## src/rtl/ex_mem_stage_pkg.sv

```systemverilog
// ALU opcodes and datapath widths shared by the execute stage.
// Operand widths, opcode encodings and the NOP alias live here.
package alu_pkg;

  localparam int DATA_W  = 8;
  localparam int INSTR_W = 19;

  localparam logic [2:0] ALU_ADD = 3'b000;
  localparam logic [2:0] ALU_SUB = 3'b001;
  localparam logic [2:0] ALU_AND = 3'b010;
  localparam logic [2:0] ALU_OR  = 3'b011;
  localparam logic [2:0] ALU_PASS = 3'b100;
  localparam logic [2:0] ALU_XOR = 3'b101;
  localparam logic [2:0] ALU_SHL = 3'b110;
  localparam logic [2:0] ALU_SHR = 3'b111;
  localparam logic [2:0] ALU_NOP = 3'b100;

endpackage

```

## src/rtl/ex_mem_stage_if.sv

```systemverilog
// ID/EX inputs and EX/MEM outputs of the execute stage.
// master drives ID/EX and observes EX/MEM; slave is the stage.
interface ex_mem_stage_if #(
  parameter int DATA_W  = 8,
  parameter int INSTR_W = 19
);

  logic [DATA_W-1:0]  ID_EX_A;
  logic [DATA_W-1:0]  ID_EX_B;
  logic [INSTR_W-1:0] ID_EX_instruction;
  logic               ID_EX_mem_write;
  logic               ID_EX_reg_write;
  logic               ID_EX_alu_use_carry;
  logic               ID_EX_alu_B_mux;
  logic               ID_EX_select_c;
  logic               ID_EX_select_z;
  logic               ID_EX_write_c;
  logic               ID_EX_write_z;
  logic [2:0]         ID_EX_alu_op;
  logic [1:0]         ID_EX_reg_write_mux;

  logic [DATA_W-1:0]  EX_MEM_result;
  logic [DATA_W-1:0]  EX_MEM_B;
  logic [INSTR_W-1:0] EX_MEM_instruction;
  logic               EX_MEM_mem_write;
  logic               EX_MEM_reg_write;
  logic               EX_MEM_cond;
  logic [1:0]         EX_MEM_reg_write_mux;

  modport master (
    output ID_EX_A, ID_EX_B, ID_EX_instruction,
    output ID_EX_mem_write, ID_EX_reg_write,
    output ID_EX_alu_use_carry, ID_EX_alu_B_mux,
    output ID_EX_select_c, ID_EX_select_z,
    output ID_EX_write_c, ID_EX_write_z,
    output ID_EX_alu_op, ID_EX_reg_write_mux,
    input  EX_MEM_result, EX_MEM_B,
    input  EX_MEM_instruction,
    input  EX_MEM_mem_write, EX_MEM_reg_write,
    input  EX_MEM_cond, EX_MEM_reg_write_mux
  );

  modport slave (
    input  ID_EX_A, ID_EX_B, ID_EX_instruction,
    input  ID_EX_mem_write, ID_EX_reg_write,
    input  ID_EX_alu_use_carry, ID_EX_alu_B_mux,
    input  ID_EX_select_c, ID_EX_select_z,
    input  ID_EX_write_c, ID_EX_write_z,
    input  ID_EX_alu_op, ID_EX_reg_write_mux,
    output EX_MEM_result, EX_MEM_B,
    output EX_MEM_instruction,
    output EX_MEM_mem_write, EX_MEM_reg_write,
    output EX_MEM_cond, EX_MEM_reg_write_mux
  );

endinterface

```

## src/rtl/ex_mem_stage_alu.sv

```systemverilog
// Combinational ALU: eight ops, carry/borrow out and zero detect.
// Subtraction reports borrow in carry_out, matching the SUB-with-C chain.
module alu_core
  import alu_pkg::*;
#(
  parameter int W = 8
) (
  input  logic [W-1:0] a,
  input  logic [W-1:0] b,
  input  logic         cin,
  input  logic [2:0]   op,
  output logic [W-1:0] result,
  output logic         carry_out,
  output logic         zero
);

  logic [W:0] wide;

  always_comb begin
    wide      = '0;
    result    = '0;
    carry_out = 1'b0;
    unique case (op)
      ALU_ADD: begin
        wide = {1'b0, a} + {1'b0, b} + {{W{1'b0}}, cin};
        result    = wide[W-1:0];
        carry_out = wide[W];
      end
      ALU_SUB: begin
        // Underflow wraps into bit W, which is exactly the borrow.
        wide = {1'b0, a} - {1'b0, b} - {{W{1'b0}}, cin};
        result    = wide[W-1:0];
        carry_out = wide[W];
      end
      ALU_AND:  result = a & b;
      ALU_OR:   result = a | b;
      ALU_PASS: result = a;
      ALU_XOR:  result = a ^ b;
      ALU_SHL: begin
        result    = {a[W-2:0], 1'b0};
        carry_out = a[W-1];
      end
      ALU_SHR: begin
        result    = {1'b0, a[W-1:1]};
        carry_out = a[0];
      end
      default: result = a;
    endcase
  end

  assign zero = (result == '0);

endmodule

```

## src/rtl/ex_mem_stage_ff.sv

```systemverilog
// Clearable, enabled register used for the EX/MEM pipeline latch.
// Clear beats enable so a bubble can be forced regardless of d.
module M_S_FF #(
  parameter int W = 1
) (
  input  logic         clk,
  input  logic         clr,
  input  logic         en,
  input  logic [W-1:0] d,
  output logic [W-1:0] q
);

  always_ff @(posedge clk) begin
    if (clr)
      q <= '0;
    else if (en)
      q <= d;
  end

endmodule

```

## src/rtl/ex_mem_stage.sv

```systemverilog
// Execute stage: operand select, ALU, C/Z flags and EX/MEM register.
// Branch condition sees the flags this instruction itself produces.
module ex_mem_stage
  import alu_pkg::*;
#(
  parameter int DATA_W  = alu_pkg::DATA_W,
  parameter int INSTR_W = alu_pkg::INSTR_W
) (
  input  logic           clk,
  input  logic           reset,
  input  logic           stall,
  input  logic           flush,
  ex_mem_stage_if.slave  bus,
  output logic           flag_c,
  output logic           flag_z
);

  localparam int REG_W = 2*DATA_W + INSTR_W + 5;

  logic [DATA_W-1:0] op_b;
  logic [DATA_W-1:0] alu_res;
  logic              alu_cin;
  logic              alu_co;
  logic              alu_zero;
  logic              upd;
  logic              c_next;
  logic              z_next;
  logic              cond;
  logic              clr;
  logic [REG_W-1:0]  reg_d;
  logic [REG_W-1:0]  reg_q;

  assign op_b = bus.ID_EX_alu_B_mux
              ? bus.ID_EX_instruction[DATA_W-1:0]
              : bus.ID_EX_B;
  assign alu_cin = bus.ID_EX_alu_use_carry & flag_c;

  alu_core #(.W(DATA_W)) u_alu (
    .a         (bus.ID_EX_A),
    .b         (op_b),
    .cin       (alu_cin),
    .op        (bus.ID_EX_alu_op),
    .result    (alu_res),
    .carry_out (alu_co),
    .zero      (alu_zero)
  );

  assign upd    = ~stall & ~flush;
  assign c_next = (upd & bus.ID_EX_write_c) ? alu_co   : flag_c;
  assign z_next = (upd & bus.ID_EX_write_z) ? alu_zero : flag_z;
  assign cond   = (bus.ID_EX_select_c & c_next)
                | (bus.ID_EX_select_z & z_next);

  always_ff @(posedge clk) begin
    if (reset) begin
      flag_c <= 1'b0;
      flag_z <= 1'b0;
    end else begin
      flag_c <= c_next;
      flag_z <= z_next;
    end
  end

  // Stall outranks flush, so a flush arriving under stall is dropped.
  assign clr = reset | (flush & ~stall);

  assign reg_d = {
    alu_res,
    bus.ID_EX_B,
    bus.ID_EX_instruction,
    bus.ID_EX_mem_write,
    bus.ID_EX_reg_write,
    cond,
    bus.ID_EX_reg_write_mux
  };

  M_S_FF #(.W(REG_W)) u_ex_mem (
    .clk (clk),
    .clr (clr),
    .en  (~stall),
    .d   (reg_d),
    .q   (reg_q)
  );

  assign {
    bus.EX_MEM_result,
    bus.EX_MEM_B,
    bus.EX_MEM_instruction,
    bus.EX_MEM_mem_write,
    bus.EX_MEM_reg_write,
    bus.EX_MEM_cond,
    bus.EX_MEM_reg_write_mux
  } = reg_q;

endmodule

```

## src/flat_wrapper.sv

```systemverilog
// flat-port wrapper written by rule: the top's interface ports become plain ports
module ex_mem_stage_flat import alu_pkg::*;
#(
  parameter int DATA_W  = alu_pkg::DATA_W,
  parameter int INSTR_W = alu_pkg::INSTR_W
)
  (clk, reset, stall, flush, flag_c, flag_z, bus_ID_EX_A, bus_ID_EX_B, bus_ID_EX_instruction, bus_ID_EX_mem_write, bus_ID_EX_reg_write, bus_ID_EX_alu_use_carry, bus_ID_EX_alu_B_mux, bus_ID_EX_select_c, bus_ID_EX_select_z, bus_ID_EX_write_c, bus_ID_EX_write_z, bus_ID_EX_alu_op, bus_ID_EX_reg_write_mux, bus_EX_MEM_result, bus_EX_MEM_B, bus_EX_MEM_instruction, bus_EX_MEM_mem_write, bus_EX_MEM_reg_write, bus_EX_MEM_cond, bus_EX_MEM_reg_write_mux);
  ex_mem_stage_if #(.DATA_W(DATA_W), .INSTR_W(INSTR_W)) bus_i ();
  input  logic clk;
  input  logic reset;
  input  logic stall;
  input  logic flush;
  output logic flag_c;
  output logic flag_z;
  input wire logic [$bits(bus_i.ID_EX_A)-1:0] bus_ID_EX_A;
  input wire logic [$bits(bus_i.ID_EX_B)-1:0] bus_ID_EX_B;
  input wire logic [$bits(bus_i.ID_EX_instruction)-1:0] bus_ID_EX_instruction;
  input wire logic [$bits(bus_i.ID_EX_mem_write)-1:0] bus_ID_EX_mem_write;
  input wire logic [$bits(bus_i.ID_EX_reg_write)-1:0] bus_ID_EX_reg_write;
  input wire logic [$bits(bus_i.ID_EX_alu_use_carry)-1:0] bus_ID_EX_alu_use_carry;
  input wire logic [$bits(bus_i.ID_EX_alu_B_mux)-1:0] bus_ID_EX_alu_B_mux;
  input wire logic [$bits(bus_i.ID_EX_select_c)-1:0] bus_ID_EX_select_c;
  input wire logic [$bits(bus_i.ID_EX_select_z)-1:0] bus_ID_EX_select_z;
  input wire logic [$bits(bus_i.ID_EX_write_c)-1:0] bus_ID_EX_write_c;
  input wire logic [$bits(bus_i.ID_EX_write_z)-1:0] bus_ID_EX_write_z;
  input wire logic [$bits(bus_i.ID_EX_alu_op)-1:0] bus_ID_EX_alu_op;
  input wire logic [$bits(bus_i.ID_EX_reg_write_mux)-1:0] bus_ID_EX_reg_write_mux;
  output wire logic [$bits(bus_i.EX_MEM_result)-1:0] bus_EX_MEM_result;
  output wire logic [$bits(bus_i.EX_MEM_B)-1:0] bus_EX_MEM_B;
  output wire logic [$bits(bus_i.EX_MEM_instruction)-1:0] bus_EX_MEM_instruction;
  output wire logic [$bits(bus_i.EX_MEM_mem_write)-1:0] bus_EX_MEM_mem_write;
  output wire logic [$bits(bus_i.EX_MEM_reg_write)-1:0] bus_EX_MEM_reg_write;
  output wire logic [$bits(bus_i.EX_MEM_cond)-1:0] bus_EX_MEM_cond;
  output wire logic [$bits(bus_i.EX_MEM_reg_write_mux)-1:0] bus_EX_MEM_reg_write_mux;
  assign bus_i.ID_EX_A = bus_ID_EX_A;
  assign bus_i.ID_EX_B = bus_ID_EX_B;
  assign bus_i.ID_EX_instruction = bus_ID_EX_instruction;
  assign bus_i.ID_EX_mem_write = bus_ID_EX_mem_write;
  assign bus_i.ID_EX_reg_write = bus_ID_EX_reg_write;
  assign bus_i.ID_EX_alu_use_carry = bus_ID_EX_alu_use_carry;
  assign bus_i.ID_EX_alu_B_mux = bus_ID_EX_alu_B_mux;
  assign bus_i.ID_EX_select_c = bus_ID_EX_select_c;
  assign bus_i.ID_EX_select_z = bus_ID_EX_select_z;
  assign bus_i.ID_EX_write_c = bus_ID_EX_write_c;
  assign bus_i.ID_EX_write_z = bus_ID_EX_write_z;
  assign bus_i.ID_EX_alu_op = bus_ID_EX_alu_op;
  assign bus_i.ID_EX_reg_write_mux = bus_ID_EX_reg_write_mux;
  assign bus_EX_MEM_result = bus_i.EX_MEM_result;
  assign bus_EX_MEM_B = bus_i.EX_MEM_B;
  assign bus_EX_MEM_instruction = bus_i.EX_MEM_instruction;
  assign bus_EX_MEM_mem_write = bus_i.EX_MEM_mem_write;
  assign bus_EX_MEM_reg_write = bus_i.EX_MEM_reg_write;
  assign bus_EX_MEM_cond = bus_i.EX_MEM_cond;
  assign bus_EX_MEM_reg_write_mux = bus_i.EX_MEM_reg_write_mux;
  ex_mem_stage #(.DATA_W(DATA_W), .INSTR_W(INSTR_W)) u_core (.clk(clk), .reset(reset), .stall(stall), .flush(flush), .bus(bus_i), .flag_c(flag_c), .flag_z(flag_z));
endmodule
```

## config.mk

```make
export PLATFORM = sky130hd
export DESIGN_NAME = ex_mem_stage_flat
export DESIGN_NICKNAME = d
export VERILOG_FILES = /design/src/rtl/ex_mem_stage_pkg.sv /design/src/rtl/ex_mem_stage_if.sv /design/src/rtl/ex_mem_stage_alu.sv /design/src/rtl/ex_mem_stage_ff.sv /design/src/rtl/ex_mem_stage.sv /design/src/flat_wrapper.sv
export SDC_FILE = /design/constraint.sdc
export NUM_CORES = 1
export LEC_CHECK = 0
export CAP_MARGIN = 20
export CORE_UTILIZATION = 49
export CTS_CLUSTER_SIZE = 12
export DETAILED_ROUTE_END_ITERATION = 10
export GPL_TIMING_DRIVEN = 0
export PLACE_DENSITY = 0.82
export SYNTH_ARGS = -nofsm -noshare
export SYNTH_HDL_FRONTEND = slang
export SYNTH_HIERARCHICAL = 1
export SYNTH_SLANG_ARGS = --single-unit
```

## constraint.sdc

```tcl
create_clock -name clk -period 3.7 [get_ports clk]
set_clock_uncertainty 0.15 [all_clocks]
set_input_delay 0.37 -clock clk [delete_from_list [all_inputs] [get_ports clk]]
set_output_delay 0.37 -clock clk [all_outputs]
set_load 0.03 [all_outputs]
```

; Word-level counts from Yosys, hierarchy flattened
; Cells that the tools add are included.
[word_totals]
rom_bits = 0
wordCells = 35
latch_bits = 0
input_bits = 52
mem_bits_rw = 0
ff_bits = 42
memories = 0
[op_classes]
div = 0
bitwise = 14
order_cmp = 0
n_addsub = 4
n_shift = 0
n_eq_ne = 7
n_mul = 0
reduce_logical = 2
mux = 5
[ops]
columns = op, n
row1 = 8-bit one-hot mux with 8 select lines, 1
row2 = 3-bit == test (second input constant), 4
row3 = 8-bit by 8-bit adder with 9-bit output, 1
row4 = 9-bit by 1-bit adder with 9-bit output, 1
row5 = 8-bit by 8-bit subtractor with 9-bit output, 1
row6 = 9-bit by 1-bit subtractor with 9-bit output, 1
row7 = 8-bit bitwise AND, 1
row8 = 8-bit logical NOT, 1
row9 = 8-bit two-way mux, 1
row10 = 8-bit OR, 1
row11 = 8-bit bitwise XOR, 1
row12 = 1-bit bitwise AND, 7
row13 = 3-bit by 2-bit == test with 1-bit output (second input constant), 2
row14 = 1-bit one-hot mux with 4 select lines, 1
row15 = 3-bit by 1-bit == test with 1-bit output (second input constant), 1
row16 = 3-bit logical NOT, 1
row17 = 1-bit two-way mux, 2
row18 = 1-bit inverter, 2
row19 = 1-bit OR, 2

; Logic depth before layout (Yosys ltp)
[depth]
word_depth = 8
mapped_depth = 16

; By module
; Netlist, hierarchy kept.
[modules_own_cells]
columns = mod, instances, cells_each, seq_area_each_um2, area_per_inst_um2
row1 = alu_core, 1, 219, 0.0, 1620.3
row2 = M_S_FF, 1, 129, 800.8, 1457.6
row3 = ex_mem_stage, 1, 23, 40.0, 219.0

; Worst setup path after synthesis
; No wires, ideal clock.
[synth_path]
path_type = input to register
start = input port bus_ID_EX_alu_B_mux
end = register u_core.u_ex_mem.q[2]
setup_slack_ns = 0.268
n_path_buf = 1
stages = 15
setup_time_ns = 0.065
t_arrival_ns = 3.217
cell_sequence = buf_2 > mux2_2 > inv_1 > fa_1 > ha_1 > o211ai_1 > a31oi_1 > xnor2_1 > nor3_1 > o32a_1 > nor4b_2 > mux2i_1 > o22ai_1 > mux2i_1 > nor2_1
[synth_via]
elab_chain_len = 8
[synth_lines]
columns = item, line_no
row1 = from (decl), flat_wrapper.sv:21  ; input wire logic [$bits(bus_i.ID_EX_alu_B_mux)-1:0] bus_ID_EX_alu_B_mux;
row2 = 8-bit two-way mux *, ex_mem_stage.sv:34  ; ? bus.ID_EX_instruction[DATA_W-1:0]
row3 = named net u_core.op_b[0], ex_mem_stage.sv:20  ; logic [DATA_W-1:0] op_b;
row4 = 8-bit by 8-bit subtractor with 9-bit output or 8-bit by 8-bit adder with 9-bit output (tied branches), "ex_mem_stage_alu.sv:31, ex_mem_stage_alu.sv:25"
row5 = 9-bit by 1-bit subtractor with 9-bit output or 9-bit by 1-bit adder with 9-bit output (tied branches), "ex_mem_stage_alu.sv:31, ex_mem_stage_alu.sv:25"
row6 = 8-bit one-hot mux with 8 select lines *, ex_mem_stage_alu.sv:23  ; unique case (op)
row7 = named net u_core.alu_res[5], ex_mem_stage.sv:21  ; logic [DATA_W-1:0] alu_res;
row8 = 8-bit logical NOT *, ex_mem_stage_alu.sv:51  ; assign zero = (result == '0);
row9 = named net u_core.alu_zero, ex_mem_stage.sv:24  ; logic alu_zero;
row10 = 1-bit two-way mux *, ex_mem_stage.sv:50  ; assign z_next = (upd & bus.ID_EX_write_z) ? alu_zero : flag_z;
row11 = 1-bit bitwise AND *, ex_mem_stage.sv:52  ; | (bus.ID_EX_select_z & z_next);
row12 = 1-bit OR *, ex_mem_stage.sv:52
row13 = named net u_core.cond, ex_mem_stage.sv:28  ; logic cond;
row14 = to (signal assigned), ex_mem_stage_ff.sv:15  ; q <= '0;
row15 = to (signal assigned), ex_mem_stage_ff.sv:17  ; q <= d;
row16 = to (decl), ex_mem_stage_ff.sv:10  ; output logic [W-1:0] q
; Mark *: on every way through the listed nets, which the timed path passes. The rest lies on a longest branch.
; A chain may end at the register's enable or synchronous reset.

; Worst setup path in the final report
[layout_path]
start = input port bus_ID_EX_alu_use_carry
end = register u_core.u_ex_mem.q[2]
[layout_via]
elab_chain_len = 7
[layout_lines]
columns = item, line_no
row1 = from (decl), flat_wrapper.sv:20  ; input wire logic [$bits(bus_i.ID_EX_alu_use_carry)-1:0] bus_ID_EX_alu_use_carry;
row2 = 1-bit bitwise AND *, ex_mem_stage.sv:36  ; assign alu_cin = bus.ID_EX_alu_use_carry & flag_c;
row3 = named net u_core.alu_cin, ex_mem_stage.sv:22  ; logic alu_cin;
row4 = 9-bit by 1-bit subtractor with 9-bit output or 9-bit by 1-bit adder with 9-bit output (tied branches), "ex_mem_stage_alu.sv:31, ex_mem_stage_alu.sv:25"
row5 = 8-bit one-hot mux with 8 select lines *, ex_mem_stage_alu.sv:23
row6 = named net u_core.alu_res[5], ex_mem_stage.sv:21
row7 = 8-bit logical NOT *, ex_mem_stage_alu.sv:51
row8 = named net u_core.alu_zero, ex_mem_stage.sv:24
row9 = 1-bit two-way mux *, ex_mem_stage.sv:50
row10 = 1-bit bitwise AND *, ex_mem_stage.sv:52
row11 = 1-bit OR *, ex_mem_stage.sv:52
row12 = named net u_core.cond, ex_mem_stage.sv:28
; Marks and branches as above.

==> results.tsv <==
metric	value	unit
core	6420	um^2
place_area	4290	um^2
cts_sinks	42	
hold_path_class	input pin to flop	
drv_cap	0	
synth_top_area_share	0.255	
synth_nets	457	
diodes	0	
seqPwrFrac	0.338	
arrival	3710	ps
multiInputGateArea	2240	um^2
stdcell_area	4570	um^2
syn_area	3300	um^2
synth_top_area_cell	dfxtp_1	
critical_path_required	3790	ps
avgSynthCellArea	8.89	um^2
post-synth-top-count-cell	nor2_1	
stdcell_count	555	
num_vias	3160	
period_share	0.978	
switchingPower	481	uW
dp_cells	538	
grt_overflow	0	
violations	DRC	
status	finished, violations left	
grt_usage	0.277	
critical_path.max_fanout	3	
clockBufferDepth	2	
area_growth	38.6	%
rows	29	
first_iter_violations	183	
root_buffer	clkbuf_8	
grt_max_degree	13	
die-area	7060	um^2
numCtsBuffers	5	
max_freq	0.276	GHz
die_w	84.0	um
dpl.hpwl	7300	um
io_buffers	90	
critPathCaptureType	flop	
ys_types	57	
synthTopCellsByCount	nor2_1 (56), mux2i_1 (49), dfxtp_1 (42), inv_1 (35), ha_1 (30)	
tritoncts	yes	
synthCells	371	
htreeDepth	2	
clk_latency	300	ps
yosysSeqAreaShare	0.255	
powerDensity	316	nW/um^2
grt_pass1_wl	15700	um
utilization	0.712	
synth_edf_count	0	
synth_warnings	6	
first_pass_iters	10	
start_util	0.513	
total_power	1440	uW
n_fill_cell	483	
async_reset_ff_frac	0	
cp-start-kind	input pin	
setup_violations	0	
leakage	0.00199	uW
path_class	input pin to flop	
pin_count	94	
antenna_found_initial	0	
swShare	0.333	
path_clk_slew	80	ps
postRouteAntennaNets	0	
synthFlopType	dfxtp_1	
ir_drop	0.383	mV
place_congestion	0.926	
drive_gt1_frac	0.142	
die_y	84.0	um
p_clk_frac	0.249	
wl	9470	um
slew_viol_final	0	
drc	2	
routed_via_density	5.69	
synth_area_leaders	dfxtp_1 (26%), mux2i_1 (15%), ha_1 (11%), nor2_1 (6.4%), inv_1 (4.0%)	
finalSetupTns	0	ps
period_needed	3620	ps
finalHoldViolations	0	
grt_pass1_vias	3225	
tightest_slew	462	ps
combPwrFrac	0.413	
synth-seq-cells	42	
seqCellArea	841	um^2
wire_per_inst	17.1	um
p_int	962	uW
max_slew_margin	0.690	
fin_nets	563	
-- flip-flops by register name, indices dropped and copies added (netlist names) --
name / count
u_core/u_ex_mem/q: 40
u_core/flag_z: 1
u_core/flag_c: 1
-- layout make-up --
class / instances / area share
Timing Repair Buffer: 99 / 0.211
Clock inverter: 1 / 0.00657
Sequential cell: 42 / 0.184
Inverter: 35 / 0.0287
Buffer: 20 / 0.0419
Tap cell: 77 / 0.0211
Clock buffer: 7 / 0.0167
Multi-Input combinational cell: 274 / 0.490
-- metrics by stage --
| step | setup WS (ps) | hold slack [ps] |
|---|---|---|
| global route | -31.9 | 355 |
| CTS | 23.2 | 314 |
| global placement | -416 | 321 |
| floorplan | 268 | 292 |
| finish | 81.7 | 328 |
| detailed placement | -459 | 330 |
-- cells in the final DEF, fill, tap and decap left out, types with 4 or more instances in the layout --
| cell type | instances |
|---|---|
| mux2_2 | 7 |
| inv_1 | 34 |
| buf_6 | 5 |
| xnor2_1 | 7 |
| nand2_1 | 11 |
| a21oi_1 | 9 |
| or3_1 | 4 |
| mux2i_1 | 48 |
| buf_4 | 11 |
| nor2_1 | 55 |
| clkdlybuf4s50_1 | 87 |
| a21o_1 | 5 |
| buf_2 | 5 |
| clkbuf_1 | 6 |
| nor3_1 | 6 |
| buf_12 | 4 |
| ha_1 | 22 |
| ha_2 | 5 |
| nor2b_1 | 6 |
| clkbuf_8 | 5 |
| dfxtp_1 | 42 |
| o21ai_0 | 11 |
| o21a_1 | 4 |
| o22ai_1 | 4 |
| a211oi_1 | 4 |
-- cell families after synthesis --
group                      Yosys count  synth area share
muxes                               58             0.183
AOI/OAI and AO/OA                   68             0.146
DFF                                 42             0.255
and+or+nand+nor                    106             0.158
buffers and inverters               55            0.0979
xor gates and xnor gates             8            0.0213
adders and majority gates           34             0.138
-- critical path, stage by stage --
cell and delay [ps]:
clkdlybuf4s50_1 460, and2_4 140, inv_1 50, fa_2 560
inv_2 50, ha_4 160, o211ai_1 330, a31oi_1 160
xnor2_1 180, nor3_1 80, o32a_1 380, nor4b_2 280
mux2i_1 150, o22ai_1 180, mux2i_1 90, nor2_1 80
-- power groups by stage --
stage               combinational (uW)  clock [uW]  sequential (uW)
floorplan                          310           0              544
detailed placement                 542           0              498
global route                       639         382              491
finish                             596         360              488
CTS                                556         364              488
global placement                   528           0              497
-- worst paths after layout --
kind                                 start                    end  slack [ps]  cells after the start
setup / recovery   bus_ID_EX_alu_use_carry   u_core/u_ex_mem/q[2]          80                     16
hold / removal    bus_ID_EX_instruction[0]   u_core/u_ex_mem/q[5]         330                      3
setup reg to reg             u_core/flag_c   u_core/u_ex_mem/q[2]         210                     15
hold reg to reg      u_core/u_ex_mem/q[30]  u_core/u_ex_mem/q[30]         350                      2
-- per-layer routing --
layer  vias up  wire length [um]  global-route usage
met3        28               888              0.0920
li1       1501                 -                   -
met4         0               257               0.105
met2       154              4570               0.480
met5         -                 0                   0
met1      1477              3750               0.315
-- repair_timing --
action	4_1_cts	5_1_grt
cloned	0	0
buffers inserted	6	3
resized for setup	9	20
endpoints found under the setup margin	1	3
pin swaps	8	6
hold buffers	0	0
(Power assumes the default switching activity.)
